--- src/rtl/memory_access.sv ---
// ---------------------------------------------------------------------------
// memory_access -- memory stage of the in-order pipeline.
//
// Holds one instruction from execute. It selects between the ALU result and
// the synchronous data SRAM read data, and passes the result to writeback.
// It also forwards the pending register write to decode.
//
// Ports
//   clk              clock, rising edge
//   rstn             synchronous active-low reset
//   W_allowin        writeback can take an instruction this cycle
//   M_allowin        this stage can take an instruction this cycle
//   EM_valid         EM_BUS carries a valid instruction
//   EM_BUS[70:0]     {pc[31:0], alu_result[31:0], gr_we, dest[4:0], res_from_mem}
//   data_sram_rdata  SRAM read data; valid in the instruction's first resident cycle
//   MW_valid         MW_BUS carries a valid instruction
//   MW_BUS[69:0]     {pc[31:0], final_result[31:0], gr_we, dest[4:0]}
//   MD_for_BUS[37:0] {fwd_valid, fwd_dest[4:0], final_result[31:0]}
//   m_state[1:0]     debug view of the stage FSM: 0 EMPTY, 1 FRESH, 2 HELD
//
// Handshake: a transfer happens on a rising edge when the sender's valid and
// the receiver's allowin are both 1. Once valid is asserted, the sender holds
// the data until that edge. This stage always finishes in one cycle, so
// M_allowin = !M_valid || W_allowin.
// ---------------------------------------------------------------------------
module memory_access (
  input  logic        clk,
  input  logic        rstn,
  input  logic        W_allowin,
  output logic        M_allowin,
  input  logic        EM_valid,
  input  logic [70:0] EM_BUS,
  input  logic [31:0] data_sram_rdata,
  output logic        MW_valid,
  output logic [69:0] MW_BUS,
  output logic [37:0] MD_for_BUS,
  output logic [1:0]  m_state
);

  typedef enum logic [1:0] {
    S_EMPTY = 2'd0,
    S_FRESH = 2'd1,
    S_HELD  = 2'd2
  } m_state_t;

  m_state_t    state;
  m_state_t    state_nxt;
  logic        m_valid;
  logic [70:0] em_bus_r;
  logic [31:0] rdata_buf;

  logic [31:0] pc;
  logic [31:0] alu_result;
  logic        gr_we;
  logic [4:0]  dest;
  logic        res_from_mem;
  logic [31:0] load_data;
  logic [31:0] final_result;
  logic        fwd_valid;

  assign M_allowin = !m_valid || W_allowin;
  assign MW_valid  = m_valid;
  assign m_state   = state;

  // Next-state logic. When W_allowin is 1, the resident instruction leaves.
  // A new instruction can enter in the same edge, so the stage goes straight
  // back to FRESH with no bubble.
  always_comb begin
    state_nxt = state;
    unique case (state)
      S_EMPTY: if (EM_valid) state_nxt = S_FRESH;
      S_FRESH,
      S_HELD: begin
        if (W_allowin) state_nxt = EM_valid ? S_FRESH : S_EMPTY;
        else           state_nxt = S_HELD;
      end
      default: state_nxt = S_EMPTY;
    endcase
  end

  always_ff @(posedge clk) begin
    if (!rstn) begin
      state     <= S_EMPTY;
      m_valid   <= 1'b0;
      em_bus_r  <= '0;
      rdata_buf <= '0;
    end else begin
      state <= state_nxt;
      if (M_allowin) m_valid <= EM_valid;
      if (EM_valid && M_allowin) em_bus_r <= EM_BUS;
      // The SRAM output is only guaranteed during the first resident cycle.
      // Latch it when the stall starts, so later SRAM activity is ignored.
      if (state == S_FRESH && !W_allowin) rdata_buf <= data_sram_rdata;
    end
  end

  assign pc           = em_bus_r[70:39];
  assign alu_result   = em_bus_r[38:7];
  assign gr_we        = em_bus_r[6];
  assign dest         = em_bus_r[5:1];
  assign res_from_mem = em_bus_r[0];

  assign load_data    = (state == S_HELD) ? rdata_buf : data_sram_rdata;
  assign final_result = res_from_mem ? load_data : alu_result;

  // Writes to r0 are architecturally dropped, so they are never forwarded.
  assign fwd_valid  = m_valid && gr_we && (dest != 5'd0);

  assign MW_BUS     = {pc, final_result, gr_we, dest};
  assign MD_for_BUS = {fwd_valid, (fwd_valid ? dest : 5'd0), final_result};

endmodule

--- config.mk ---
export PLATFORM = sky130hd
export DESIGN_NAME = memory_access
export DESIGN_NICKNAME = d
export VERILOG_FILES = /design/src/rtl/memory_access.sv
export SDC_FILE = /design/constraint.sdc
export NUM_CORES = 1
export LEC_CHECK = 0
export BUFFER_PORTS_ARGS = -buffer_cell sky130_fd_sc_hd__buf_2
export CORE_MARGIN = 2
export CORE_UTILIZATION = 44
export CTS_CLUSTER_SIZE = 20
export DETAILED_ROUTE_END_ITERATION = 6
export GPL_TIMING_DRIVEN = 0
export PLACE_DENSITY = 0.87
export SLEW_MARGIN = 20
export SYNTH_ARGS = -nofsm -noshare
export SYNTH_HDL_FRONTEND = slang
export SYNTH_SLANG_ARGS = --single-unit
export TNS_END_PERCENT = 5
--- constraint.sdc ---
create_clock -name clk -period 1.5 [get_ports clk]
set_input_delay 0.3 -clock clk [delete_from_list [all_inputs] [get_ports clk]]
set_output_delay 0.3 -clock clk [all_outputs]
set_load 0.02 [all_outputs]
==> results of run 1 <==
==> cells by family after synthesis <==
logic type	count (synthesis)	share of synthesized area
simple gates	253	0.181
compound gates	70	0.0801
flops	106	0.385
mux	103	0.187
fa+ha+maj	4	0.00908
buf+inv	121	0.158
==> sequential cells by signal, summed over array words and instances, names as in the netlist <==
signal     cells
MW_valid       1
em_bus_r      71
m_state        2
rdata_buf     32
==> tightest hold or removal path, delay by kind of cell <==
kind          cells  cell delay (ns)
buf+inv           1             0.09
mux               1             0.05
simple gates      1             0.04
==> repair_timing <==
item / CTS / global route
setup buffers: 6 / 0
gates cloned: 2 / 1
pin swaps: 5 / 3
endpoints found under the hold margin: 0 / 0
hold buffers: 0 / 0
resized for setup: 64 / 27
endpoints found under the setup margin: 100 / 92
==> stage by stage <==
step | worst slack, ns | utilization | total power [µW] | cells | cell area, µm²
floorplan | -0.246 | - | 4420 | 657 | 5690
global placement | -0.410 | 0.577 | 4970 | 1042 | 6990
CTS | -0.611 | 0.622 | 7350 | 1064 | 7530
finish | -0.599 | 0.633 | 7350 | 1066 | 7660
global route | -0.655 | 0.633 | 7700 | 1066 | 7660
detailed placement | -0.484 | 0.577 | 5000 | 1042 | 6990
==> where the power goes <==
group | switching, µW | internal, µW
sequential | 107 | 2980
combinational | 1070 | 964
clock | 1020 | 1210
==> layer usage <==
layer  GRT usage  up-vias  wire length, µm
met5           0        -                0
met4      0.0659        0              241
met3      0.0680       24             1030
met2       0.375      172             7250
met1       0.255     2295             6140
li1            -     2537                -
==> path summary, 6_finish.rpt <==
path	from	endpoint	slack, ns
max	m_state[0]	MW_BUS[22]	-0.60
max reg2reg	m_state[0]	rdata_buf[11]	0.01
min	EM_BUS[57]	em_bus_r[57]	0.19
min reg2reg	em_bus_r[55]	em_bus_r[55]	0.46
==> layout make-up <==
class	instances	area, µm²
repair buffers	226	1370
inverters	4	17.5
plain buffers	116	921
well taps	168	210
flip-flops and latches	106	2140
clock inverters	2	12.5
diodes	1	2.50
clock buffers	13	260
fillers	1018	4450
multi-input cells	430	2740
==> synthesized netlist by cell type (all sizes together) <==
| cell | number | area, µm² |
|---|---|---|
| a211oi | 1 | 7.51 |
| a21boi | 33 | 248 |
| a21oi | 34 | 170 |
| and2 | 1 | 8.76 |
| and3 | 6 | 43.8 |
| buf | 96 | 780 |
| clkbuf | 21 | 78.8 |
| dfxtp | 106 | 2120 |
| ha | 4 | 50.1 |
| inv | 4 | 15.0 |
| mux2i | 103 | 1030 |
| nand2 | 208 | 781 |
| nand2b | 2 | 20.0 |
| nand3b | 1 | 7.51 |
| nor2 | 33 | 124 |
| nor2b | 1 | 6.26 |
| nor3 | 1 | 5.00 |
| o21a | 1 | 7.51 |
| o32ai | 1 | 8.76 |
==> metrics, run 1 <==
worst clock skew=0.00298 ns; crit path max fanout=5; vias in the first global route=4788; Clock Path Buffers=2; Die X=116 µm; Crit path max-delay family=buffers and inverters; most frequent cells in the layout=nand2_1, buf_2, buf_4; vias per std cell=4.72; drt total wl=14700 µm; clock latency on the worst-skew pair=0.35 ns; worst rel slew slack=0.597; clk sinks=106; post-DR wirelength/cell=13.8 µm; Detail Placement HPWL=10800 µm; fin crit period=2.10 ns; setup ws final=-0.599 ns; Mapped Area=5510 µm²; first-pass GRT wire length=22700 µm; slowest stage delay, CP=0.35 ns; Final ANT Viol Nets=0; most common cell after layout, fill and taps aside=nand2_1; critical path's most frequent cell=buf_12; clk root buf=clkbuf_16; pin count of the biggest net entering global routing=16; Clk pin slew, worst setup/hold paths=0.07 ns; row cnt=40; number of cells on the critical path=8; Hold Path Class=in2reg; Worst Setup Start Kind=register; Final Hold Vio Count=0; Setup Viol. Count Final=65; Slew @ Worst Pin=0.604 ns; routed via count=5028; failing checks=negative setup slack; Worst EP required=1.20 ns; initial antenna violation count=1; gate count of the mapped netlist=657; critical path, cell by cell=inv_4 > ha_4 > buf_12 > buf_12 > mux2i_2 > a21oi_2 > buf_4 > buf_2; layout cells sized above 1=0.441; outcome=complete, but fails checks; Tot GR Track Use=0.216; fmax=476 MHz; core area=12100 µm²; Pre-antenna DRT Iters=5; Synth cell types=25; max-cap violation count=0; Remaining DRCs=0; register area share after synthesis=0.385; die height=116 µm; Iter 0 DRT Violations=264; syn avg cell area=8.39 µm²; CP Buf/Inv Count=5; NumNets Final=1004; syn nets=768; max-slew violations=0; die footprint=13400 µm²; final period utilization=1.40; IO Port Bufs=217; CP Capture Type=primary output; FF-to-FF path depth=7; initial core utilization=0.455; #FFs+latches synth=106; H-tree levels=3; Slowest-stage cell, CP=dfxtp_4; CTS tree=done; CP arrival=1.80 ns; hold depth=3; CTS Buf Count=9; area grow syn2layout=39.0%; RSZ-0062 raised after global routing=true; worst setup path category=reg2out; Synthesis Warnings=0; Congestion Overflow GR=0; Peak VDD IR=0.000751 V; I/O pin count=219; Placer Congestion=0.776; final hold slack=0.185 ns; Setup TNS=-32.90 ns; Leakage Power=0.00366 µW; Cell Pwr Density=959 nW/µm²
Power figures use the tool's default switching activity.
==> run 2: changes to the inputs <==
- ABC_AREA: unset -> 1
- CORE_ASPECT_RATIO: unset -> 0.5
- CORE_UTILIZATION: 44 -> 45
- PLACE_DENSITY: 0.87 -> 0.82
==> run 2 against run 1 <==
  * The flow still finishes with violations (negative setup slack)
  * Critical path depth did not move
  * Clock power rose by 14%
  * Highest routed layer unchanged
  * Clock-buffer cell count fell by 2
  * Non-clock buffer count rose by 16
==> metrics, run 2 <==
outcome=complete, but fails checks; failing checks=negative setup slack; post-DR wirelength/cell=14.2 µm (+3.3%); initial core utilization=0.456 (+0.000803); vias per std cell=5.02 (+6.4%); fin crit period=2.04 ns (-0.0629 ns); n_diodes=0 (-1); reg-to-reg endpoint=rdata_buf[26]; worst rel slew slack=0.648 (+0.0508); CP Capture Type=primary output; Die X=163 µm (+41%); Tot GR Track Use=0.250 (+0.0344); top-area cell type share of the netlist area=0.372 (-0.0132); Hold EP=rdata_buf[13]; die height=83.6 µm (-28%); RSZ-0062 raised after global routing=true; asr flop ratio synth=0 (unchanged); #FFs+latches synth=106 (unchanged); Flop pwr share=0.377 (-0.044); Setup Viol. Count Final=70 (+7.7%); setup ws final=-0.536 ns (+0.0629 ns); number of cells on the critical path=8 (unchanged); Cell Pwr Density=963 nW/µm² (+0.44%); NumNets Final=1209 (+20%); initial antenna violation count=0 (-1); register area share after synthesis=0.372 (-0.0132); die footprint=13700 µm² (+1.6%); crit path max fanout=5 (unchanged); Synthesis Warnings=0 (unchanged); Leakage Power=0.00444 µW (+21%); most common cell in the netlist=nor2_1; pin count of the biggest net entering global routing=17 (+1); max-cap violation count=0 (unchanged); clk sinks=106 (unchanged); hold path startpoint=data_sram_rdata[13]; Core Util, Final=0.697 (+0.0648); Crit path max-delay family=buffers and inverters; CP Buf/Inv Count=5 (unchanged); syn nets=973 (+27%); Synth cell types=18 (-28%); FF-to-FF path depth=6 (-1); fmax=491 MHz (+3.1%); worst clock skew=0.00711 ns (+0.00413 ns); Worst Setup Start Kind=register; Hold Path Class=in2reg; vias in the first global route=5955 (+24%); Main synth FF type=dfxtp_1; combinational share of power=0.323 (+0.046); worst reg-to-reg setup slack=-0.02 ns (-0.03 ns); P_sw=2650 µW (+21%); Int Pwr=5750 µW (+12%); Mapped Area=5710 µm² (+3.5%); Clock Power Share=0.300 (-0.002); max-slew violations=0 (unchanged); clock latency on the worst-skew pair=0.35 ns (about the same); Detail Placement HPWL=12600 µm (+17%); Pre-antenna DRT Iters=5 (unchanged); most common cell after layout, fill and taps aside=nor2_1; critical path, cell by cell=inv_4 > ha_4 > buf_12 > buf_12 > nand2_2 > a31oi_4 > buf_4 > buf_6; Worst EP required=1.20 ns (about the same); final period utilization=1.36 (-0.0419); CTS hold repair buffers=0 (unchanged); core area=12500 µm² (+3.4%); Biggest register=em_bus_r; area grow syn2layout=52.9%; row cnt=29 (-28%); clk root buf=clkbuf_16; switching share of power=0.316 (+0.0172); IO Port Bufs=216 (-0.46%); Post-synth EDFFs=0 (unchanged); routed via count=6390 (+27%); gate count of the mapped netlist=862 (+31%); CTS tree=done; Setup TNS=-30.65 ns (+2.25 ns); Clk pin slew, worst setup/hold paths=0.07 ns (about the same); Slowest-stage cell, CP=dfxtp_4; Largest register FFs=71 (unchanged); first-pass GRT wire length=27700 µm (+22%); CP arrival=1.74 ns (-0.06 ns); FF-to-FF Start=m_state[0]; Congestion Overflow GR=0 (unchanged); Iter 0 DRT Violations=371 (+41%); worst setup path category=reg2out; Remaining DRCs=0 (unchanged); layout cells sized above 1=0.424 (-0.0172); Area contributors post-synth=dfxtp_1, nor2_1, buf_4; drt total wl=18100 µm (+23%); I/O pin count=219 (unchanged); Slew @ Worst Pin=0.528 ns (-0.0762 ns); Peak VDD IR=0.000606 V (-19%); H-tree levels=3 (unchanged); Final ANT Viol Nets=0 (unchanged); hold depth=3 (unchanged); critical path's most frequent cell=buf_12; syn avg cell area=6.62 µm² (-21%); Placer Congestion=0.799 (+3.0%); pre-CTS setup slack=-0.416 ns (+0.0686 ns); Synth top cells by count=nor2_1, nand2_1, dfxtp_1, inv_1, buf_4; CTS Buf Count=9 (unchanged); Final Hold Vio Count=0 (unchanged); Clock Path Buffers=2 (unchanged); slowest stage delay, CP=0.36 ns (about the same); most frequent cells in the layout=nor2_1, buf_2, buf_4; cell taking the most area after synthesis=dfxtp_1
==> run 2: changes by cell type in the layout (fill, tap and decap cells not counted), sizes merged, moves of 21 or more <==
cell | previous run | this run
o21ai | 0 | 32
nand3 | 0 | 74
nand2 | 208 | 144
buf | 321 | 342
a21oi | 34 | 74
nor2 | 33 | 176
inv | 4 | 87
mux2i | 103 | 0
a31oi | 0 | 32
a21boi | 33 | 0
==> run 2: power by group through the flow <==
stage                     Combinational [µW]  Sequential, µW  Clock, µW
after floorplan                         1710            3190          0
after global placement                  2300            3200          0
after detailed placement                2350            3210          0
after CTS                               2590            3150       2550
after global routing                    2910            3190       2640
final                                   2710            3170       2520
==> run 2: kinds of logic (layout without fill, tap and decap cells) <==
kind of cell,after synthesis,count (layout),share of synthesized area
AOI/OAI and AO/OA,138,138,0.135
DFF,106,106,0.372
and+or+nand+nor,394,394,0.277
adders and majority gates,4,4,0.00877
buffers and inverters,220,461,0.208
==> run 2: stage by stage <==
| stage | hold WS (ns) | total power, µW | cells | area [µm²] |
|---|---|---|---|---|
| 2_1_floorplan | 0.453 | 4890 | 862 | 6360 |
| 3_3_place_gp | 0.462 | 5500 | 1248 | 7660 |
| 3_5_place_dp | 0.469 | 5560 | 1248 | 7660 |
| 4_1_cts | 0.218 | 8300 | 1269 | 8450 |
| 5_1_grt | 0.256 | 8740 | 1273 | 8730 |
| 6_report | 0.221 | 8410 | 1273 | 8730 |
==> run 2: final cells by class <==
type / instances / area (µm²)
clock buffers: 11 / 233
flip-flops and latches: 106 / 2140
repair buffers: 226 / 1550
well taps: 170 / 213
inverters: 87 / 342
multi-input cells: 536 / 3120
plain buffers: 132 / 1060
fillers: 1026 / 3790
clock inverters: 5 / 78.8
==> run 2: tightest hold or removal path, delay by kind of cell <==
kind | cells | cell delay (ns)
AOI/OAI and AO/OA | 1 | 0.07
buffers and inverters | 1 | 0.08
and+or+nand+nor | 1 | 0.08
==> run 2: worst max-delay path by stage <==
| stage | start | end | slack, ns |
|---|---|---|---|
| 2_1_floorplan | m_state[0] | MW_BUS[10] | -0.23 |
| 3_3_place_gp | em_bus_r[0] | MW_BUS[21] | -0.40 |
| 3_5_place_dp | em_bus_r[0] | MW_BUS[24] | -0.42 |
| 4_1_cts | m_state[0] | MW_BUS[15] | -0.55 |
| 5_1_grt | m_state[0] | MW_BUS[27] | -0.58 |
| 6_report | m_state[0] | MW_BUS[20] | -0.54 |
==> run 2: metal layers <==
metal	global-route usage	wire, µm
met1	0.308	7610
met2	0.442	9060
met3	0.0392	1010
met4	0.0925	408
met5	0	0
==> run 2: repair_timing <==
| action | in CTS | in global routing |
|---|---|---|
| setup endpoints to repair | 69 | 92 |
| gates cloned | 2 | 3 |
| pin swaps | 8 | 31 |
| buffers inserted | 4 | 1 |
| gates resized for setup | 133 | 58 |
==> run 3: changes to the inputs <==
- CELL_PAD_IN_SITES_DETAIL_PLACEMENT: unset -> 0
- CELL_PAD_IN_SITES_GLOBAL_PLACEMENT: unset -> 1
- CORE_UTILIZATION: 45 -> 30
- PLACE_DENSITY: 0.82 -> 0.81
==> run 3 against run 2 <==
  * The run still ends with negative setup slack left
  * Critical path type unchanged
  * Total power fell by 5.0%
  * Setup slack improved by 0.012 ns
  * Via count fell by 5.1%
  * Clock-buffer cell count rose by 1
  * Critical endpoint is now MW_BUS[27]
  * Wire length rose by 0.73%
  * Critical path depth rose by 1
  * Highest routed layer unchanged
==> metrics, run 3 (synthesis results as in run 2) <==
most used routing layer=met2; Worst EP required=1.20 ns (about the same); die footprint=20200 µm² (+48%); fin crit period=2.02 ns (-0.0116 ns); CP Capture Type=primary output; CTS Buf Count=9 (unchanged); I/O pin count=219 (unchanged); pin count of the biggest net entering global routing=17 (unchanged); Cell Pwr Density=932 nW/µm² (-3.2%); outcome=complete, but fails checks; Clk pin slew, worst setup/hold paths=0.07 ns (about the same); Hold Path Class=in2reg; Final Hold Vio Count=0 (unchanged); Largest register FFs=71 (unchanged); first-pass GRT wire length=28800 µm (+4.0%); M1 GR Usage=0.247 (-0.0609); Worst Setup Start Kind=register; Peak VDD IR=0.000558 V (-7.9%); Clock Path Buffers=2 (unchanged); Remaining DRCs=0 (unchanged); Final ANT Viol Nets=0 (unchanged); CTS hold repair buffers=0 (unchanged); Core Util, Final=0.463 (-0.235); max-slew violations=0 (unchanged); Pre-antenna DRT Iters=5 (unchanged); worst clock skew=0.00845 ns (+0.00134 ns); CP arrival=1.72 ns (-0.02 ns); # fillers=1950 (+90%); area grow syn2layout=50.1%; routed via count=6061 (-5.1%); M3 GR Usage=0.0306 (-0.00861); RSZ-0062 raised after global routing=true; crit path max fanout=6 (+1); n_diodes=0 (unchanged); Setup Viol. Count Final=65 (-7.1%); most frequent cells in the layout=buf_2, nor2_1, nand2_1; initial antenna violation count=0 (unchanged); worst rel slew slack=0.669 (+0.0208); Congestion Overflow GR=0 (unchanged); grt met2 use=0.303 (-0.139); CTS tree=done; core area=18500 µm² (+48%); clk sinks=106 (unchanged); worst setup path category=reg2out; Detail Placement HPWL=13500 µm (+7.8%); most common cell after layout, fill and taps aside=buf_2; Setup TNS=-28.46 ns (+2.18 ns); IO Port Bufs=216 (unchanged); FF-to-FF path depth=6 (unchanged); initial core utilization=0.308 (-0.148); layout cells sized above 1=0.407 (-0.0178); max-cap violation count=0 (unchanged); Placer Congestion=0.805 (+0.84%); die height=102 µm (+21%); failing checks=negative setup slack; post-DR wirelength/cell=13.4 µm (-5.8%); register area=2140 µm² (-0.12%); final hold slack=0.227 ns (+0.00646 ns); vias per std cell=4.45 (-11%); clock latency on the worst-skew pair=0.34 ns (about the same); setup ws final=-0.525 ns (+0.0116 ns); row cnt=35 (+21%); Tot GR Track Use=0.180 (-0.0695); NumNets Final=1208 (-0.083%); vias in the first global route=5601 (-5.9%); area of the multi-input gates=3040 µm² (-2.6%); Leakage Power=0.00426 µW (-3.9%); final period utilization=1.35 (-0.00775); Iter 0 DRT Violations=261 (-30%); Slew @ Worst Pin=0.497 ns (-0.0311 ns); fmax=494 MHz (+0.57%); drt total wl=18200 µm (+0.73%); hold depth=3 (unchanged); Die X=199 µm (+22%); clk root buf=clkbuf_16; H-tree levels=3 (unchanged); Biggest register=em_bus_r
## run 3: metal layers
layer,part of all wire,up-vias
li1,-,3106
met1,0.48,2829
met2,0.48,118
met3,0.037,8
met4,0.0059,0
met5,0,-
## run 3: timing repair
action / 4_1_cts / 5_1_grt
buffers inserted: 6 / 1
resized for setup: 106 / 36
gates cloned: 2 / 0
endpoints found under the setup margin: 69 / 98
pin swaps: 9 / 4
## run 3: where the power goes
group,leakage [µW],switching [µW],internal [µW]
registers,0.000879,127,3030
clock network,0.000129,1040,1170
logic,0.00325,1410,1210
total,0.00426,2580,5410
## run 3: cell type report
type                       instances  area share
buffer                           132       0.120
clock buffer                      12      0.0288
clock inverter                     4     0.00307
inverter                          87      0.0399
multi-input combinational        536       0.354
sequential                       106       0.249
tap                              259      0.0378
timing repair buffer             225       0.167
## run 3: path summary, 6_finish.rpt
| path | start | endpoint | slack [ns] |
|---|---|---|---|
| setup reg to reg | m_state[0] | rdata_buf[23] | 0.07 |
| hold / removal | data_sram_rdata[19] | rdata_buf[19] | 0.23 |
| hold reg to reg | rdata_buf[1] | rdata_buf[1] | 0.48 |
| setup / recovery | m_state[0] | MW_BUS[27] | -0.52 |
## run 3: stage by stage
stage	power (µW)	setup WS, ns	cell area (µm²)	std cells
2_1_floorplan	4890	-0.226	6360	862
3_3_place_gp	5560	-0.512	7770	1337
3_5_place_dp	5590	-0.490	7770	1337
4_1_cts	8030	-0.521	8450	1360
5_1_grt	8430	-0.602	8570	1361
6_report	7990	-0.525	8570	1361
## run 3: worst max-delay path: stages (launching register included)
cell and delay [ns]:
dfxtp_4 0.36, inv_4 0.04, ha_4 0.21, inv_12 0.10
buf_12 0.11, buf_16 0.12, nand2_4 0.05, a31oi_4 0.17
buf_6 0.13, buf_6 0.10
